<file path="src/rtl/imm_pkg.sv">
// Shared definitions for the immediate packer: immsrc encodings, per-format
// immediate position masks in instr[31:7] layout (bit k is instr[k+7]) and
// the sign-range check used to decide whether an immediate is encodable.
package imm_pkg;

   typedef enum logic [1:0] {
      IMM_I = 2'b00,
      IMM_S = 2'b01,
      IMM_B = 2'b10,
      IMM_J = 2'b11
   } immsrc_t;

   // instr[31:20]
   localparam logic [24:0] MASK_I = 25'h1FFE000;
   // instr[31:25] and instr[11:7]
   localparam logic [24:0] MASK_S = 25'h1FC001F;
   // same positions as S, scrambled differently
   localparam logic [24:0] MASK_B = 25'h1FC001F;
   // instr[31:12]
   localparam logic [24:0] MASK_J = 25'h1FFFFE0;

   // True when v[31:msb] are all equal, i.e. v is representable as a signed
   // value whose sign bit sits at position msb.
   function automatic logic fits_signed(input logic [31:0] v, input logic [4:0] msb);
      logic [31:0] s;
      s = 32'($signed(v) >>> msb);
      return (s == '0) || (s == '1);
   endfunction

endpackage

</file>
<file path="src/rtl/imm_scatter.sv">
// Combinational scatter of a 32-bit immediate into the instr[31:7] image for
// the selected format, together with the immediate position mask and the
// "not encodable" flag. The image is raw; forcing it to zero on error is left
// to the caller so the mask stays usable for merging fields.
module imm_scatter
   import imm_pkg::*;
(
   input  logic [31:0] imm,
   input  logic [1:0]  immsrc,
   output logic [24:0] image,
   output logic [24:0] mask,
   output logic        err
);

   // Place immediate bits per format and evaluate encodability.
   always_comb begin
      image = '0;
      mask  = '0;
      err   = 1'b0;
      case (immsrc_t'(immsrc))
         IMM_I: begin
            image[24:13] = imm[11:0];
            mask         = MASK_I;
            err          = !fits_signed(imm, 5'd11);
         end
         IMM_S: begin
            image[24:18] = imm[11:5];
            image[4:0]   = imm[4:0];
            mask         = MASK_S;
            err          = !fits_signed(imm, 5'd11);
         end
         IMM_B: begin
            image[24]    = imm[12];
            image[23:18] = imm[10:5];
            image[4:1]   = imm[4:1];
            image[0]     = imm[11];
            mask         = MASK_B;
            err          = imm[0] || !fits_signed(imm, 5'd12);
         end
         default: begin
            image[24]    = imm[20];
            image[23:14] = imm[10:1];
            image[13]    = imm[11];
            image[12:5]  = imm[19:12];
            mask         = MASK_J;
            err          = imm[0] || !fits_signed(imm, 5'd20);
         end
      endcase
   end

endmodule

</file>
<file path="src/rtl/imm_pack.sv">
// Two-stage pipelined immediate packer with valid/ready handshakes.
// S1 holds the accepted request; the scatter/mask/error logic works on it.
// S2 is the output register holding the merged instruction.
// Optional feature: define IMM_PACK_ERRCNT_EN to get a saturating counter of
// error beats handed off at the output; otherwise err_count is tied to 0.
module imm_pack
   import imm_pkg::*;
#(
   parameter int CNT_W = 16
) (
   input  logic             clk,
   input  logic             reset,
   input  logic             in_valid,
   output logic             in_ready,
   input  logic [31:0]      imm,
   input  logic [1:0]       immsrc,
   input  logic [24:0]      fields,
   output logic             out_valid,
   input  logic             out_ready,
   output logic [24:0]      instr,
   output logic             out_err,
   output logic [CNT_W-1:0] err_count
);

   logic        s1_valid;
   logic        s2_valid;
   logic        s2_load;
   logic        in_fire;
   logic [31:0] s1_imm;
   logic [1:0]  s1_immsrc;
   logic [24:0] s1_fields;
   logic [24:0] image;
   logic [24:0] mask;
   logic        s1_err;
   logic [24:0] merged;

   imm_scatter u_scatter (
      .imm    (s1_imm),
      .immsrc (s1_immsrc),
      .image  (image),
      .mask   (mask),
      .err    (s1_err)
   );

   // Fields fill every non-immediate position; immediate positions get the
   // scattered value, or zero when the immediate is not encodable.
   assign merged = (s1_fields & ~mask) | (s1_err ? 25'd0 : image);

   assign s2_load   = !s2_valid || out_ready;
   assign in_ready  = !s1_valid || s2_load;
   assign in_fire   = in_valid && in_ready;
   assign out_valid = s2_valid;

   // ---- S1: request register ----
   // S1 occupancy: fill on accept, drain when S2 takes the beat.
   always_ff @(posedge clk) begin
      if (reset)
         s1_valid <= 1'b0;
      else if (in_fire)
         s1_valid <= 1'b1;
      else if (s2_load)
         s1_valid <= 1'b0;
   end

   // S1 payload: sampled only on the input handshake.
   always_ff @(posedge clk) begin
      if (in_fire) begin
         s1_imm    <= imm;
         s1_immsrc <= immsrc;
         s1_fields <= fields;
      end
   end

   // ---- S2: output register ----
   // S2 advances whenever it is empty or being consumed; holds otherwise.
   always_ff @(posedge clk) begin
      if (reset) begin
         s2_valid <= 1'b0;
         instr    <= '0;
         out_err  <= 1'b0;
      end else if (s2_load) begin
         s2_valid <= s1_valid;
         if (s1_valid) begin
            instr   <= merged;
            out_err <= s1_err;
         end
      end
   end

`ifdef IMM_PACK_ERRCNT_EN
   logic [CNT_W-1:0] err_cnt;

   // Count error beats at the output handshake, saturating at all-ones.
   always_ff @(posedge clk) begin
      if (reset)
         err_cnt <= '0;
      else if (s2_valid && out_ready && out_err && (err_cnt != '1))
         err_cnt <= err_cnt + CNT_W'(1);
   end

   assign err_count = err_cnt;
`else
   assign err_count = '0;
`endif

endmodule

</file>
<file path="config.mk">
export PLATFORM = sky130hd
export DESIGN_NAME = imm_pack
export DESIGN_NICKNAME = d
export VERILOG_FILES = /design/src/rtl/imm_pkg.sv /design/src/rtl/imm_scatter.sv /design/src/rtl/imm_pack.sv
export SDC_FILE = /design/constraint.sdc
export NUM_CORES = 1
export LEC_CHECK = 0
export BUFFER_PORTS_ARGS = -buffer_cell sky130_fd_sc_hd__buf_2
export CELL_PAD_IN_SITES_DETAIL_PLACEMENT = 1
export CELL_PAD_IN_SITES_GLOBAL_PLACEMENT = 1
export CORE_UTILIZATION = 34
export DETAILED_ROUTE_END_ITERATION = 8
export GPL_ROUTABILITY_DRIVEN = 0
export HOLD_SLACK_MARGIN = 0.15
export PLACE_DENSITY_LB_ADDON = 0.12
export SYNTH_ARGS = -nofsm -noshare
export SYNTH_HDL_FRONTEND = slang
export SYNTH_HIERARCHICAL = 1
export SYNTH_SLANG_ARGS = --single-unit
export TNS_END_PERCENT = 100
</file>
<file path="constraint.sdc">
create_clock -name clk -period 2.2 [get_ports clk]
set_input_delay 0 -clock clk [delete_from_list [all_inputs] [get_ports clk]]
set_output_delay 0 -clock clk [all_outputs]
set_load 0.02 [all_outputs]
</file>
==> results of run 1 <==
-- cells in the final DEF (no fill, tap or decap), drive strengths merged --
cell type    synthesis  final
a22oi                2      2
nor2b                4      4
and3                 1      1
a31oi                1      1
nand4                5      5
a22o                25     25
dlygate4sd3          0     64
dfxtp               28     28
nor4                 5      5
and2b                1      1
a21o                 1      1
o21ai                3      3
nand2b               1      1
inv                 54     57
a21oi                7      7
nand2                5      5
and2                13     13
ha                   4      4
clkbuf               2     11
nor2                 8      8
clkinv               0      1
clkinvlp             0      1
edfxtp              59     59
nand3                1      1
or3                  2      2
buf                 50     96
o21a                 1      1
o22ai               26     26
conb                 2     23
nor3                 2      2
-- kinds of logic after synthesis --
family | count (synthesis)
other | 2
buffers and inverters | 106
AOI/OAI and AO/OA | 66
and+or+nand+nor | 48
DFF | 87
adders and majority gates | 4
-- power groups by stage --
| stage | combinational [uW] | sequential, uW | clock, uW |
|---|---|---|---|
| floorplan | 245 | 1930 | 0 |
| global placement | 322 | 1920 | 0 |
| detailed placement | 330 | 1920 | 0 |
| CTS | 417 | 1880 | 1140 |
| global route | 462 | 1890 | 1200 |
| finish | 419 | 1880 | 1090 |
-- layer usage --
| layer | GRT usage [%] | vias to the layer above |
|---|---|---|
| met5 | 0 | - |
| met4 | 5.382 | 0 |
| met3 | 4.316 | 11 |
| met2 | 26.73 | 71 |
| met1 | 17.63 | 1257 |
| li1 | - | 1303 |
-- synth_stat cells (all sizes together) (4+ instances only) --
library cell / n / area (um2)
edfxtp: 59 / 1772
inv: 54 / 202.7
buf: 50 / 372.9
dfxtp: 28 / 560.5
o22ai: 26 / 168.9
a22o: 25 / 220.2
and2: 13 / 81.33
nor2: 8 / 30.03
a21oi: 7 / 42.54
nand2: 5 / 18.77
nand4: 5 / 31.28
nor4: 5 / 31.28
ha: 4 / 50.05
nor2b: 4 / 25.02
-- repair_timing --
item / 4_1_cts / 5_1_grt
hold endpoints to repair: 62 / 0
setup endpoints to repair: 0 / 21
gates resized for setup: 0 / 2
setup buffers: 0 / 1
hold buffers: 64 / 0
-- worst max-delay path: stages (launching register included) --
cell and delay, ns:
edfxtp_1 0.42, ha_2 0.23, or3_1 0.40, a22oi_1 0.21, o21a_2 0.16, o22ai_2 0.11, buf_12 0.19, o22ai_1 0.14
a22o_1 0.14
-- worst max path at each step --
stage,endpoint,cells past startpoint
floorplan,s1_fields[0],3
global placement,instr[17],8
detailed placement,instr[4],8
CTS,instr[4],9
global route,instr[23],9
finish,instr[0],8
-- metrics by stage --
step	hold slack, ns	instances	setup WS (ns)	utilization [%]	total power [uW]
5_1_grt	0.3217	594	0.004605	47.45	3558
3_3_place_gp	0.1764	513	0.1720	39.30	2241
6_report	0.3442	594	0.1246	47.45	3394
4_1_cts	0.3200	593	0.03942	47.29	3440
3_5_place_dp	0.1784	513	0.06953	39.30	2252
2_1_floorplan	0.06907	334	0.1422	-	2180
-- sequential cells by signal, indices dropped and copies added, names as in the netlist --
signal	count
instr	25
out_err	1
out_valid	1
s1_fields	25
s1_imm	32
s1_immsrc	2
s1_valid	1
-- area by class of cell --
class                           instances  area, um2
Sequential cell                        87       2332
Clock buffer                           11      162.7
Clock inverter                          5      36.28
Inverter                               54      202.7
Timing Repair Buffer                  160       1161
Fill cell                            1166       5523
Tap cell                              136      170.2
Multi-Input combinational cell        141      920.9
==> reports/summary.txt, run 1 <==
critical path endpoint category -> flop
Max Freq -> 481.8 MHz
crit path from -> s1_immsrc[0]
number of DRC markers in iteration 0 -> 53
first-pass GRT wire length -> 13090 um
Cell Area, Placed -> 0.004130 mm2
Die Y -> 107.0 um
clock network fraction of total power -> 32.2%
die area -> 0.01145 mm2
clk slew on worst S/H paths -> 0.08 ns
area growth from synthesis to final layout -> 33.06%
CP required -> 2.51 ns
number of synthesized flops with an enable pin -> 59
drt pass-1 iters -> 4
Starting Density -> 35.66%
root buf cell -> clkbuf_8
P_leak -> 0.002184 uW
Post-Synth Adder-Cell Area -> 1.336%
r2r setup slk -> 0.12 ns
crit path kind -> reg -> reg
cell area power density -> 680.7 mW/mm2
Post-Synth Simple-Gate Area -> 7.713%
clock sink count -> 87
Synth Warn # -> 6
Final Hold Viols -> 0
largest net degree at the start of global routing -> 60
met3 WL -> 351 um
Post-Synth XOR/XNOR Area -> 0%
Final Instance Area -> 0.004986 mm2
post-synthesis mux area share -> 0%
FF-to-FF Start -> s1_immsrc[0]
largest family of logic cells by synthesized area -> buffers and inverters
status -> complete, no violations
DIE WIDTH -> 107.0 um
vias in the first global route -> 2687
r2r endpoint -> instr[0]
Final Max Tran Viols -> 0
reg2reg path depth -> 8
RSZ-0062 raised after global routing -> no
wire per inst -> 13.78 um
H-tree levels -> 3
Site Rows -> 37
logic gate share of total power -> 12.4%
Setup Skew -> 0.006860 ns
final wirelength -> 8185 um
Max clock buf depth -> 2
Final ANT Viol Nets -> 0
Async S/R FF share, synth -> 0%
fin crit share -> 94.34%
Ports -> 107
crit start category -> flop
DP HPWL -> 5311 um
core outline area -> 0.01051 mm2
fin crit period -> 2.075 ns
Worst Min Path Start -> fields[2]
nets -> 520
initial antenna violation count -> 0
register area share after synthesis -> 62.24%
Setup violations, final -> 0
Max-slew headroom -> 26.74%
met2 wire length -> 4056 um
Tot GR Track Use -> 15.21%
Hold Crit Depth -> 2
worst slew pin tran -> 1.095 ns
Avg Cell Area, Syn -> 11.97 um2
NetSw -> 831.1 uW
Hold WC Path Type -> in -> reg
via count -> 2642
main flop type after synthesis -> edfxtp_1
Seq pwr share -> 55.5%
WHS Endpoint -> s1_fields[2]
number of synthesized register bits -> 87
critical path arrival -> 2.38 ns
vias per cell -> 4.448
residual DRC count -> 0
fraction of layout cells with a size suffix above 1 -> 27.29%
CTS Buf Count -> 9
CTS tree -> built
ant diodes -> 0
total grt overflow -> 0
top layer in use -> met4
Post-Synthesis Cells -> 313
post-synthesis compound-gate area fraction -> 12.95%
Port Buffers -> 90
M1 WL -> 3657 um
Int Pwr -> 2563 uW
TNS Setup -> 0 ns
mapped cell area -> 0.003747 mm2
worst-path maximum fanout -> 23
Netlist cell types -> 35
max_cap viols -> 0
Worst-Skew Late Latency -> 0.36 ns
Worst VDD drop -> 0.4758 mV
Sw Share -> 24.49%
(Power assumes the default switching activity.)
==> inputs of run 2 (changes only) <==
==> constraint.sdc (replaced) <==
create_clock -name clk -period 2.2 [get_ports clk]
set_input_delay 0.22 -clock clk [delete_from_list [all_inputs] [get_ports clk]]
set_output_delay 0.22 -clock clk [all_outputs]
set_load 0.02 [all_outputs]
==> reports/summary.txt, run 2 (synthesis gave the netlist of run 1 again) <==
status -> complete, no violations
vias in the first global route -> 2685 (-0.074%)
Final Max Tran Viols -> 0 (unchanged)
Final Hold Viols -> 0 (unchanged)
nets -> 518 (-0.38%)
most frequent cells in the layout -> 90 x buf_2, 62 x dlygate4sd3_1, 59 x edfxtp_1
drt pass-1 iters -> 4 (unchanged)
DP HPWL -> 5311 um (unchanged)
Port Buffers -> 90 (unchanged)
Die Y -> 107.0 um (unchanged)
Worst-Skew Late Latency -> 0.36 ns (about the same)
number of flip-flops under the largest register name -> 32 (unchanged)
Ports -> 107 (unchanged)
final wirelength -> 8170 um (-0.18%)
Setup Skew -> 0.006866 ns (+0.000006380 ns)
fraction of layout cells with a size suffix above 1 -> 27.41% (+0.12 points)
critical path arrival -> 2.38 ns (about the same)
vias per cell -> 4.448 (about the same)
total grt overflow -> 0 (unchanged)
Tot GR Track Use -> 15.20% (about the same)
via count -> 2633 (-0.34%)
max_cap viols -> 0 (unchanged)
cell area power density -> 682.8 mW/mm2 (+0.31%)
CP required -> 2.51 ns (about the same)
largest net degree at the start of global routing -> 60 (unchanged)
fin crit period -> 2.077 ns (+0.001811 ns)
RSZ-0062 raised after global routing -> no
critical path endpoint category -> flop
crit path kind -> reg -> reg
commonest non-fill, non-tap cell in the layout -> buf_2
Starting Density -> 35.66% (unchanged)
Cell Area, Placed -> 0.004130 mm2 (unchanged)
root buf cell -> clkbuf_8
Site Rows -> 37 (unchanged)
CTS tree -> built
die area -> 0.01145 mm2 (unchanged)
Max-slew headroom -> 26.71% (-0.032 points)
CTS Buf Count -> 9 (unchanged)
worst slew pin tran -> 1.096 ns (+0.0004737 ns)
DIE WIDTH -> 107.0 um (unchanged)
largest registers -> s1_imm: 32 flops, instr: 25 flops, s1_fields: 25 flops
TNS Setup -> 0 ns (unchanged)
wire per inst -> 13.80 um (+0.15%)
number of DRC markers in iteration 0 -> 60 (+13%)
Max Freq -> 481.4 MHz (about the same)
first-pass GRT wire length -> 13080 um (-0.11%)
Setup violations, final -> 0 (unchanged)
clk slew on worst S/H paths -> 0.08 ns (about the same)
area growth from synthesis to final layout -> 32.52%
Final ANT Viol Nets -> 0 (unchanged)
worst-path maximum fanout -> 23 (unchanged)
ant diodes -> 0 (unchanged)
Max clock buf depth -> 2 (unchanged)
clock sink count -> 87 (unchanged)
residual DRC count -> 0 (unchanged)
overall power -> 3391 uW (about the same)
fin crit share -> 94.42% (about the same)
core outline area -> 0.01051 mm2 (unchanged)
initial antenna violation count -> 0 (unchanged)
Final Instance Area -> 0.004966 mm2 (-0.40%)
register name with the most flops -> s1_imm
H-tree levels -> 3 (unchanged)
Worst VDD drop -> 0.4758 mV (about the same)
Hold WC Path Type -> in -> reg
P_leak -> 0.002174 uW (-0.47%)
crit start category -> flop
## run 2: changes by cell type in the layout (fill, tap and decap cells not counted), sizes merged
cell / change
dlygate4sd3: -2
## run 2: power by group
group	total, uW	switching, uW	internal [uW]
sequential	1880	42.3	1840
clock	1090	576	516
combinational	416	212	204
total	3390	831	2560
## run 2: path summary, 6_finish.rpt
kind	startpoint	end	slack (ns)	cells past startpoint
max	s1_immsrc[0]	instr[0]	0.12	8
min	out_ready	out_valid	0.18	3
max reg2reg	s1_immsrc[0]	instr[0]	0.12	8
min reg2reg	instr[23]	instr[23]	0.48	1
## run 2: area by class of cell
cell class	count	area [um2]
Timing Repair Buffer	158	1141
Clock inverter	5	36.28
Multi-Input combinational cell	141	920.9
Tap cell	136	170.2
Inverter	54	202.7
Sequential cell	87	2332
Clock buffer	11	162.7
Fill cell	1167	5543
## run 2: what timing repair did
item,CTS,global route
hold endpoints to repair,62,0
setup buffers,0,1
gates resized for setup,0,2
setup endpoints to repair,0,21
hold buffers,62,0
## run 2: layer usage
layer  up-vias  share of wire (%)  GRT usage (%)
li1       1298                  -              -
met1      1253                 45          17.59
met2        71                 50          26.73
met3        11                4.3          4.316
met4         0                1.5          5.382
met5         -                  0              0
## run 2: per-stage QoR
| step | cells | hold WS (ns) | setup WS, ns | utilization, % |
|---|---|---|---|---|
| CTS | 591 | 0.1654 | 0.03942 | 47.10 |
| floorplan | 334 | 0.2891 | 0.1422 | - |
| global route | 592 | 0.1955 | 0.004605 | 47.26 |
| finish | 592 | 0.1803 | 0.1227 | 47.26 |
| detailed placement | 513 | 0.3984 | 0.06953 | 39.30 |
| global placement | 513 | 0.3964 | 0.1720 | 39.30 |
## run 2: worst max-delay path, cell delays in order, from the launching register on
cell      delay (ns)
edfxtp_1        0.42
ha_2            0.23
or3_1           0.40
a22oi_1         0.21
o21a_2          0.16
o22ai_2         0.11
buf_12          0.19
o22ai_1         0.14
a22o_1          0.14
==> inputs of run 3 (changes only) <==
--- a/config.mk
+++ b/config.mk
@@ -12,7 +12,7 @@
 export DETAILED_ROUTE_END_ITERATION = 8
 export GPL_ROUTABILITY_DRIVEN = 0
 export HOLD_SLACK_MARGIN = 0.15
-export PLACE_DENSITY_LB_ADDON = 0.12
+export PLACE_DENSITY_LB_ADDON = 0.1
 export SYNTH_ARGS = -nofsm -noshare
 export SYNTH_HDL_FRONTEND = slang
 export SYNTH_HIERARCHICAL = 1
==> reports/summary.txt, run 3 (synthesis gave the netlist of run 1 again) <==
status -> complete, no violations
Max clock buf depth -> 2 (unchanged)
via count -> 2631 (-0.076%)
commonest non-fill, non-tap cell in the layout -> buf_2
Final ANT Viol Nets -> 0 (unchanged)
total grt overflow -> 0 (unchanged)
CP required -> 2.50 ns (about the same)
largest registers -> s1_imm: 32 flops, instr: 25 flops, s1_fields: 25 flops
die area -> 0.01145 mm2 (unchanged)
crit path kind -> reg -> reg
number of DRC markers in iteration 0 -> 24 (-60%)
fraction of layout cells with a size suffix above 1 -> 27.19% (-0.22 points)
Ports -> 107 (unchanged)
Setup Skew -> 0.01004 ns (+0.003176 ns)
DP HPWL -> 5527 um (+4.1%)
Site Rows -> 37 (unchanged)
Worst path top cell family by delay -> compound AO/OA/AOI/OAI gates
slowest CP cell -> edfxtp_1
CTS tree -> built
core outline area -> 0.01051 mm2 (unchanged)
WP buf/inv -> 2 (+1)
register name with the most flops -> s1_imm
fin crit period -> 2.105 ns (+0.02734 ns)
clk slew on worst S/H paths -> 0.09 ns (about the same)
Setup violations, final -> 0 (unchanged)
crit start category -> flop
largest net degree at the start of global routing -> 29 (-52%)
drt pass-1 iters -> 4 (unchanged)
vias per cell -> 4.444 (about the same)
ant diodes -> 0 (unchanged)
Final Hold Viols -> 0 (unchanged)
nets -> 518 (unchanged)
Worst VDD drop -> 0.2715 mV (-43%)
P_leak -> 0.002162 uW (-0.53%)
initial antenna violation count -> 0 (unchanged)
worst-path maximum fanout -> 26 (+13%)
area growth from synthesis to final layout -> 32.19%
overall power -> 3294 uW (-2.8%)
Hold WC Path Type -> in -> reg
fill count -> 1143 (-2.1%)
Cell Area, Placed -> 0.004143 mm2 (+0.30%)
cell area power density -> 665.0 mW/mm2 (-2.6%)
Worst-Skew Late Latency -> 0.36 ns (about the same)
max_cap viols -> 0 (unchanged)
Final Max Tran Viols -> 0 (unchanged)
residual DRC count -> 0 (unchanged)
root buf cell -> clkbuf_8
Final Instance Area -> 0.004954 mm2 (-0.25%)
Max Freq -> 475.2 MHz (-1.3%)
Port Buffers -> 90 (unchanged)
final wirelength -> 8320 um (+1.8%)
fin crit share -> 95.66% (+1.2 points)
vias in the first global route -> 2818 (+5.0%)
critical path arrival -> 2.40 ns (+0.02 ns)
Tot GR Track Use -> 15.77% (+0.57 points)
H-tree levels -> 3 (unchanged)
critical path endpoint category -> flop
worst slew pin tran -> 1.108 ns (+0.01226 ns)
Starting Density -> 35.66% (unchanged)
DIE WIDTH -> 107.0 um (unchanged)
first-pass GRT wire length -> 13680 um (+4.6%)
Die Y -> 107.0 um (unchanged)
most frequent cells in the layout -> 90 x buf_2, 62 x dlygate4sd3_1, 59 x edfxtp_1
number of flip-flops under the largest register name -> 32 (unchanged)
clock sink count -> 87 (unchanged)
CP Cell Sequence -> inv_1 -> ha_1 -> or3_4 -> a22oi_1 -> o21a_2 -> o22ai_2 -> buf_12 -> o22ai_1 -> a22o_1
Max stage delay on crit path -> 0.39 ns (-0.03 ns)
CTS Buf Count -> 9 (unchanged)
wire per inst -> 14.05 um (+1.8%)
Max-slew headroom -> 25.89% (-0.82 points)
run 3: changes by cell type in the layout (fill, tap and decap cells not counted), sizes merged:
cell / previous run / this run
clkbuf: 11 / 10
clkinv: 1 / 5
inv: 57 / 54
run 3: worst paths after layout:
path | from | to | slack, ns | cells after the start
worst min-delay path | out_ready | out_valid | 0.18 | 3
worst min register to register | instr[20] | instr[20] | 0.48 | 1
worst max register to register | s1_immsrc[0] | instr[17] | 0.1 | 9
worst max-delay path | s1_immsrc[0] | instr[17] | 0.1 | 9
run 3: power breakdown:
part	internal, uW	leakage [uW]	switching, uW	total [uW]
clock	416	0.0000864	576	992
combinational	207	0.00127	213	420
sequential	1840	0.000804	42.1	1880
run 3: worst register-to-register path: stages, from the launching register on:
cell and delay (ns):
edfxtp_1 0.39, inv_1 0.08, ha_1 0.26, or3_4 0.39, a22oi_1 0.20, o21a_2 0.16, o22ai_2 0.08, buf_12 0.18
o22ai_1 0.15, a22o_1 0.15
run 3: final cells by class:
type / count / area [um2] / area share [%]
Clock buffer: 10 / 127.6 / 2.576
Clock inverter: 6 / 47.55 / 0.9598
Inverter: 54 / 202.7 / 4.092
Multi-Input combinational cell: 141 / 919.6 / 18.57
Sequential cell: 87 / 2332 / 47.08
Tap cell: 136 / 170.2 / 3.435
Timing Repair Buffer: 158 / 1154 / 23.29
run 3: layer usage:
layer,track usage (%),part of all wire (%)
met1,18.14,44
met2,28.48,51
met3,3.830,3.9
met4,5.284,1.4
met5,0,0
run 3: timing repair:
action | in CTS | in global routing
endpoints found under the setup margin | 0 | 19
resized for setup | 0 | 2
hold buffers | 62 | 0
buffers inserted | 0 | 1
endpoints found under the hold margin | 62 | 0
run 3: stage by stage:
step           setup TNS [ns]  std cells  utilization (%)  hold WS (ns)  setup WS [ns]
2_1_floorplan               0        334                -        0.2891         0.1422
3_3_place_gp                0        513            39.42        0.3969         0.2122
3_5_place_dp                0        513            39.42        0.3987         0.1045
4_1_cts                     0        591            46.99        0.1649        0.06711
5_1_grt              -0.05033        592            47.14        0.1744       -0.01414
6_report                    0        592            47.14        0.1799        0.09540
